**config.mk**
```make
export PLATFORM = sky130hd
export DESIGN_NAME = inv_key_schedule
export DESIGN_NICKNAME = d
export VERILOG_FILES = /design/src/rtl/aes_pkg.sv /design/src/rtl/g_function.sv /design/src/rtl/inv_key_schedule.sv
export SDC_FILE = /design/constraint.sdc
export NUM_CORES = 1
export LEC_CHECK = 0
export ABC_AREA = 1
export CAP_MARGIN = 20
export CORE_MARGIN = 2
export CORE_UTILIZATION = 30
export CTS_CLUSTER_SIZE = 20
export DETAILED_ROUTE_END_ITERATION = 12
export GPL_TIMING_DRIVEN = 0
export PLACE_DENSITY = 0.47
export SKIP_LAST_GASP = 1
export SLEW_MARGIN = 20
export SYNTH_ARGS = -nofsm -noshare
export SYNTH_HDL_FRONTEND = slang
export SYNTH_SLANG_ARGS = --single-unit
```
**constraint.sdc**
```tcl
create_clock -name clk -period 4.6 [get_ports clk]
set_clock_uncertainty 0.2 [all_clocks]
set_input_delay 1.38 -clock clk [delete_from_list [all_inputs] [get_ports clk]]
set_output_delay 1.38 -clock clk [all_outputs]
set_load 0.01 [all_outputs]
```
**src/rtl/aes_pkg.sv**
```systemverilog
// Shared AES definitions for the key-schedule blocks: round count, Rcon constants,
// state encoding and the reverse Rcon step.
package aes_pkg;

  localparam int         AES_NUM_ROUNDS = 10;
  localparam logic [7:0] RCON_LAST      = 8'h36;

  typedef enum logic {IDLE = 1'b0, EMIT = 1'b1} iks_state_t;

  typedef logic [127:0] aes_key_t;

  // Division by x in GF(2^8): undoes the forward xtime so Rcon can walk 36 -> 01.
  function automatic logic [7:0] inv_xtime(input logic [7:0] r);
    if (r[0]) begin
      return ((r ^ 8'h1b) >> 1) | 8'h80;
    end
    return r >> 1;
  endfunction

endpackage

```
**src/rtl/g_function.sv**
```systemverilog
// AES key-expansion g transform: RotWord, SubWord, then Rcon into the most significant byte.
module g_function (
  input  logic [31:0] w,
  input  logic [7:0]  rcon,
  output logic [31:0] g
);

  localparam logic [7:0] SBOX [256] = '{
    8'h63, 8'h7c, 8'h77, 8'h7b, 8'hf2, 8'h6b, 8'h6f, 8'hc5, 8'h30, 8'h01, 8'h67, 8'h2b, 8'hfe, 8'hd7, 8'hab, 8'h76,
    8'hca, 8'h82, 8'hc9, 8'h7d, 8'hfa, 8'h59, 8'h47, 8'hf0, 8'had, 8'hd4, 8'ha2, 8'haf, 8'h9c, 8'ha4, 8'h72, 8'hc0,
    8'hb7, 8'hfd, 8'h93, 8'h26, 8'h36, 8'h3f, 8'hf7, 8'hcc, 8'h34, 8'ha5, 8'he5, 8'hf1, 8'h71, 8'hd8, 8'h31, 8'h15,
    8'h04, 8'hc7, 8'h23, 8'hc3, 8'h18, 8'h96, 8'h05, 8'h9a, 8'h07, 8'h12, 8'h80, 8'he2, 8'heb, 8'h27, 8'hb2, 8'h75,
    8'h09, 8'h83, 8'h2c, 8'h1a, 8'h1b, 8'h6e, 8'h5a, 8'ha0, 8'h52, 8'h3b, 8'hd6, 8'hb3, 8'h29, 8'he3, 8'h2f, 8'h84,
    8'h53, 8'hd1, 8'h00, 8'hed, 8'h20, 8'hfc, 8'hb1, 8'h5b, 8'h6a, 8'hcb, 8'hbe, 8'h39, 8'h4a, 8'h4c, 8'h58, 8'hcf,
    8'hd0, 8'hef, 8'haa, 8'hfb, 8'h43, 8'h4d, 8'h33, 8'h85, 8'h45, 8'hf9, 8'h02, 8'h7f, 8'h50, 8'h3c, 8'h9f, 8'ha8,
    8'h51, 8'ha3, 8'h40, 8'h8f, 8'h92, 8'h9d, 8'h38, 8'hf5, 8'hbc, 8'hb6, 8'hda, 8'h21, 8'h10, 8'hff, 8'hf3, 8'hd2,
    8'hcd, 8'h0c, 8'h13, 8'hec, 8'h5f, 8'h97, 8'h44, 8'h17, 8'hc4, 8'ha7, 8'h7e, 8'h3d, 8'h64, 8'h5d, 8'h19, 8'h73,
    8'h60, 8'h81, 8'h4f, 8'hdc, 8'h22, 8'h2a, 8'h90, 8'h88, 8'h46, 8'hee, 8'hb8, 8'h14, 8'hde, 8'h5e, 8'h0b, 8'hdb,
    8'he0, 8'h32, 8'h3a, 8'h0a, 8'h49, 8'h06, 8'h24, 8'h5c, 8'hc2, 8'hd3, 8'hac, 8'h62, 8'h91, 8'h95, 8'he4, 8'h79,
    8'he7, 8'hc8, 8'h37, 8'h6d, 8'h8d, 8'hd5, 8'h4e, 8'ha9, 8'h6c, 8'h56, 8'hf4, 8'hea, 8'h65, 8'h7a, 8'hae, 8'h08,
    8'hba, 8'h78, 8'h25, 8'h2e, 8'h1c, 8'ha6, 8'hb4, 8'hc6, 8'he8, 8'hdd, 8'h74, 8'h1f, 8'h4b, 8'hbd, 8'h8b, 8'h8a,
    8'h70, 8'h3e, 8'hb5, 8'h66, 8'h48, 8'h03, 8'hf6, 8'h0e, 8'h61, 8'h35, 8'h57, 8'hb9, 8'h86, 8'hc1, 8'h1d, 8'h9e,
    8'he1, 8'hf8, 8'h98, 8'h11, 8'h69, 8'hd9, 8'h8e, 8'h94, 8'h9b, 8'h1e, 8'h87, 8'he9, 8'hce, 8'h55, 8'h28, 8'hdf,
    8'h8c, 8'ha1, 8'h89, 8'h0d, 8'hbf, 8'he6, 8'h42, 8'h68, 8'h41, 8'h99, 8'h2d, 8'h0f, 8'hb0, 8'h54, 8'hbb, 8'h16
  };

  logic [31:0] rot;

  assign rot = {w[23:0], w[31:24]};
  assign g   = {SBOX[rot[31:24]] ^ rcon, SBOX[rot[23:16]], SBOX[rot[15:8]], SBOX[rot[7:0]]};

endmodule

```
**src/rtl/inv_key_schedule.sv**
```systemverilog
// Reverse AES-128 key expansion: loads the round-10 key and walks back to the cipher key,
// presenting one round key per accepted handshake.
module inv_key_schedule
  import aes_pkg::*;
#(
  parameter int NUM_ROUNDS = AES_NUM_ROUNDS
) (
  input  logic         clk,
  input  logic         n_rst,
  input  logic         start,
  input  logic [127:0] final_key,
  input  logic         key_ready,
  output logic         key_valid,
  output logic [127:0] round_key,
  output logic [3:0]   round_num,
  output logic         busy,
  output logic         done
);

  // Handshake: a key transfers on a cycle with key_valid & key_ready; while key_valid is
  // high and key_ready low, round_key/round_num stay frozen until the transfer happens.

  iks_state_t state, state_next;
  aes_key_t   key_reg;
  logic [7:0] rcon_reg;
  logic [3:0] round_reg;
  logic       done_reg;

  logic       load, step, finish;
  logic [31:0] w0, w1, w2, w3, w4, w5, w6, w7, g_out;
  aes_key_t   prev_key;

  always_ff @(posedge clk) begin
    if (!n_rst) begin
      state <= IDLE;
    end else begin
      state <= state_next;
    end
  end

  always_comb begin
    state_next = state;
    load       = 1'b0;
    step       = 1'b0;
    finish     = 1'b0;
    case (state)
      IDLE: begin
        if (start) begin
          load       = 1'b1;
          state_next = EMIT;
        end
      end
      EMIT: begin
        if (key_ready) begin
          if (round_reg == 4'd0) begin
            finish     = 1'b1;
            state_next = IDLE;
          end else begin
            step = 1'b1;
          end
        end
      end
      default: state_next = IDLE;
    endcase
  end

  // Undo one forward step: later words are recovered by XOR, the first needs g() of w3.
  assign {w4, w5, w6, w7} = key_reg;
  assign w3 = w7 ^ w6;
  assign w2 = w6 ^ w5;
  assign w1 = w5 ^ w4;
  assign w0 = w4 ^ g_out;
  assign prev_key = {w0, w1, w2, w3};

  g_function u_g_function (
    .w    (w3),
    .rcon (rcon_reg),
    .g    (g_out)
  );

  always_ff @(posedge clk) begin
    if (!n_rst) begin
      key_reg   <= '0;
      rcon_reg  <= '0;
      round_reg <= '0;
      done_reg  <= 1'b0;
    end else begin
      done_reg <= finish;
      if (load) begin
        key_reg   <= final_key;
        rcon_reg  <= RCON_LAST;
        round_reg <= 4'(NUM_ROUNDS);
      end else if (step) begin
        key_reg   <= prev_key;
        rcon_reg  <= inv_xtime(rcon_reg);
        round_reg <= round_reg - 4'd1;
      end
    end
  end

  assign key_valid = (state == EMIT);
  assign busy      = (state != IDLE);
  assign round_key = key_reg;
  assign round_num = round_reg;
  assign done      = done_reg;

endmodule

```
==> key figures <==
Run status
  • Outcome: completed

Layout
  • Area grow syn2layout: 22.95%
  • Commonest non-fill, non-tap cell in the layout: nand3_1
  • Layout Nets: between 3000 and 4000
  • Layout cell share with drive strength beyond 1: roughly 4.9%
  • Max reg flops: 128
  • Most frequent cells in the layout: nand3_1 (1190), nand2_1 (1038), clkdlybuf4s50_1 (265)

Clocking
  • CTS Root Cell: clkbuf_16
  • Clk sinks: 142
  • Register clock-pin slew on the reported worst setup and hold paths: roughly 0.06 ns
  • CTS Buf Count: 17
  • CTS resizes: 0
  • CTS Hold Buffers Added: 0
  • Clk buf depth: 2
  • CTS tree: built
  • CTS H-tree depth: 4
  • Worst-Skew Late Latency: approximately 0.44 ns
  • Post-CTS Setup Bufs: 0

Placement
  • Number of buffers added on ports: 265
  • Hpwl dp: 103.0 mm
  • RePlAce Congestion: ~1.1

Routing
  • Vias post-DR: around 30000
  • Vias per inst: 6.297
  • Total Wirelength: 137.1 mm
  • DR WL/cell: between 20 and 30 um
  • DR iter-0 viols: 4776
  • Antenna Nets Post-Route: 0
  • DRC: 0
  • Drt pass-1 iters: 6

Timing
  • WHS: 0.2916 ns
  • Slew @ Worst Pin: about 1.1 ns
  • Achievable Freq: between 200 and 300 MHz
  • Final Hold Fails: 0
  • Slew Limit Fails: 0
  • TNS Setup: 0 ns
  • RSZ-0062 raised after global routing: false
  • Period utilization: ~85%
  • Period minus WS final: between 3 and 4 ns
  • Slew margin rel.: 24.77%
  • Setup-failing EPs final: 0

Power and ir drop
  • LEAKAGE: between 10 and 15 nW
  • P per Cell Area: 395.6 nW/um^2
  • Peak supply drop: roughly 0.24 mV
  • Design Power: 9.204 mW

GRT
  • Vias in the first global route: ~27000
  • GRT Util Overall: 40.75%
  • Largest net degree at the start of global routing: 17
  • Most Crowded Layer GR: met2
  • Met3 Resource Use GR: 12.36%
  • First-pass GRT wire length: just under 200 mm
  • Gr ovfl total: 0
  • GR Util met1: a little over half
  • Initial antenna violation count: 9
  • Met2 Usage GRT: between 50% and 60%

Synth
  • Flip-flop and latch count after synthesis: between 100 and 150
  • Post-Synth Simple-Gate Area: around three fifths
  • Seq/Total Area, Yosys: between 15 and 20%
  • Mean Syn Cell Area: between 5 and 6 um^2
  • Synth Flop Type: dfxtp_1
  • Largest family of logic cells by synthesized area: simple AND/OR/NAND/NOR gates
  • Post-synth EDFFs: 0
  • Mux share of post-synthesis cell area: 0%
  • XOR/XNOR share of the synthesized area: about 1.6%
  • Asr flop ratio synth: 0%
  • Synth Area in Compound Gates: 12.33%
  • Synth Warn #: 0
  • Adder-cell area share of the yosys netlist: 3.571%
  • Netlist cell types: 36
  • Cells after synthesis: between 3000 and 4000
  • Synthesized area: between 15000 and 20000 um^2
  • Syn nets: between 3000 and 4000

Floorplanning
  • Core area: 62740 um^2
  • Die W: between 200 and 300 um
  • Floorplan row count: around 90
  • Chip Height: around 260 um
  • Die ar.: around 65000 um^2
  • I/O pin count: about 270
  • Starting density of the core: between 30% and 40%

Setup path
  • Slowest-stage cell, CP: clkbuf_1
  • Worst-path fanout max: 10
  • Crit Path Category: input pin to register
  • CP startpoint: start
  • Delay of the slowest cell on the worst path: 0.72 ns
  • CP arrival: a little over 4 ns
  • Crit-path cells: clkdlybuf4s50_1, inv_1, nor2_1, inv_1, clkbuf_1, clkbuf_1, clkbuf_1, o221ai_1, a21oi_1
  • Top cell by count, worst path: clkbuf_1
  • FF-to-FF End: round_key[99]$_SDFFE_PN0P_
  • Crit start category: input pin
  • Crit. End Element: register
  • R2R Setup Slk: approximately 0.7 ns
  • Critical path endpoint: round_key[43]$_SDFFE_PN0P_
  • Critical register-to-register path startpoint: round_key[57]$_SDFFE_PN0P_
  • Crit path required time: 4.77 ns
  • Path depth of the worst reg2reg path: 14

Run
  • Max-cap viol count: 0

Min path
  • Min-delay worst type: register to register
## per-layer routing
layer / vias to the layer above / wire length (um)
li1: 12630 / -
met1: 13740 / 54090
met2: 2492 / 56410
met3: 508 / 18820
met4: 12 / 7705
met5: - / 69
## power by group
part | internal (mW) | total [mW] | leakage, nW | switching [mW]
registers | 1.35 | 1.60 | 1.17 | 0.244
clock network | 0.868 | 1.48 | 0.300 | 0.608
logic | 1.76 | 6.13 | 8.70 | 4.37
## how the worst min path moves through the flow
stage / to / startpoint / slack [ns] / cells after the start
2_1_floorplan: rcon_reg[6]$_SDFFE_PP0P_ / rcon_reg[6]$_SDFFE_PP0P_ / 0.25 / 2
3_3_place_gp: round_num[0]$_SDFFE_PP0P_ / round_num[0]$_SDFFE_PP0P_ / 0.28 / 2
3_5_place_dp: round_num[0]$_SDFFE_PP0P_ / round_num[0]$_SDFFE_PP0P_ / 0.28 / 2
4_1_cts: round_num[0]$_SDFFE_PP0P_ / round_num[0]$_SDFFE_PP0P_ / 0.29 / 2
5_1_grt: rcon_reg[6]$_SDFFE_PP0P_ / rcon_reg[6]$_SDFFE_PP0P_ / 0.34 / 2
6_report: round_num[0]$_SDFFE_PP0P_ / round_num[0]$_SDFFE_PP0P_ / 0.29 / 2
## critical path: cells and delay by family
family | cells | cell delay (ns)
AND/OR/NAND/NOR | 1 | 0.14
AO/OA/AOI/OAI | 2 | 0.37
buffers and inverters | 6 | 2.19
## logic make-up (layout without fill, tap and decap cells)
family                     after synthesis  after routing
DFF                                    142            142
other                                    0              3
buffers and inverters                  430            728
xor gates and xnor gates                27             27
AOI/OAI and AO/OA                      373            373
adders and majority gates               54             54
and+or+nand+nor                       2492           2492
## cells in the mapped netlist, types with 11 or more instances
cell | n | share of area [%]
buf_1 | 11 | 0.22
a31oi_1 | 23 | 0.76
o211ai_1 | 43 | 1.7
a221oi_1 | 17 | 0.79
o221ai_1 | 39 | 1.8
a22oi_1 | 21 | 0.83
o21ai_0 | 46 | 1.2
nand2_1 | 1038 | 21
buf_2 | 83 | 2.2
nand2_2 | 26 | 0.86
dfxtp_1 | 142 | 15
nand3_1 | 1190 | 31
inv_1 | 157 | 3.1
a21oi_1 | 164 | 4.3
nand3b_1 | 12 | 0.48
nor2_1 | 209 | 4.1
clkbuf_1 | 155 | 3.1
ha_1 | 54 | 3.6
## cell type report
cell class / count / area [um^2]
Fill cell: 7212 / 39470
Buffer: 261 / 1145
Sequential cell: 142 / 2843
Clock inverter: 14 / 166.4
Inverter: 169 / 634.4
Clock buffer: 18 / 439.2
Timing Repair Buffer: 266 / 2658
Antenna cell: 3 / 7.507
Tap cell: 846 / 1059
Multi-Input combinational cell: 2946 / 14310
## metrics by stage
step	util [%]	setup WS [ns]	instance area, um^2	std cells
floorplan	-	1.622	18920	3518
global placement	36.08	0.1171	22630	4629
detailed placement	36.10	0.1112	22650	4630
CTS	37.07	0.5918	23250	4662
global route	37.07	0.4797	23260	4662
finish	37.08	0.6842	23260	4665
(Power assumes the default switching activity.)
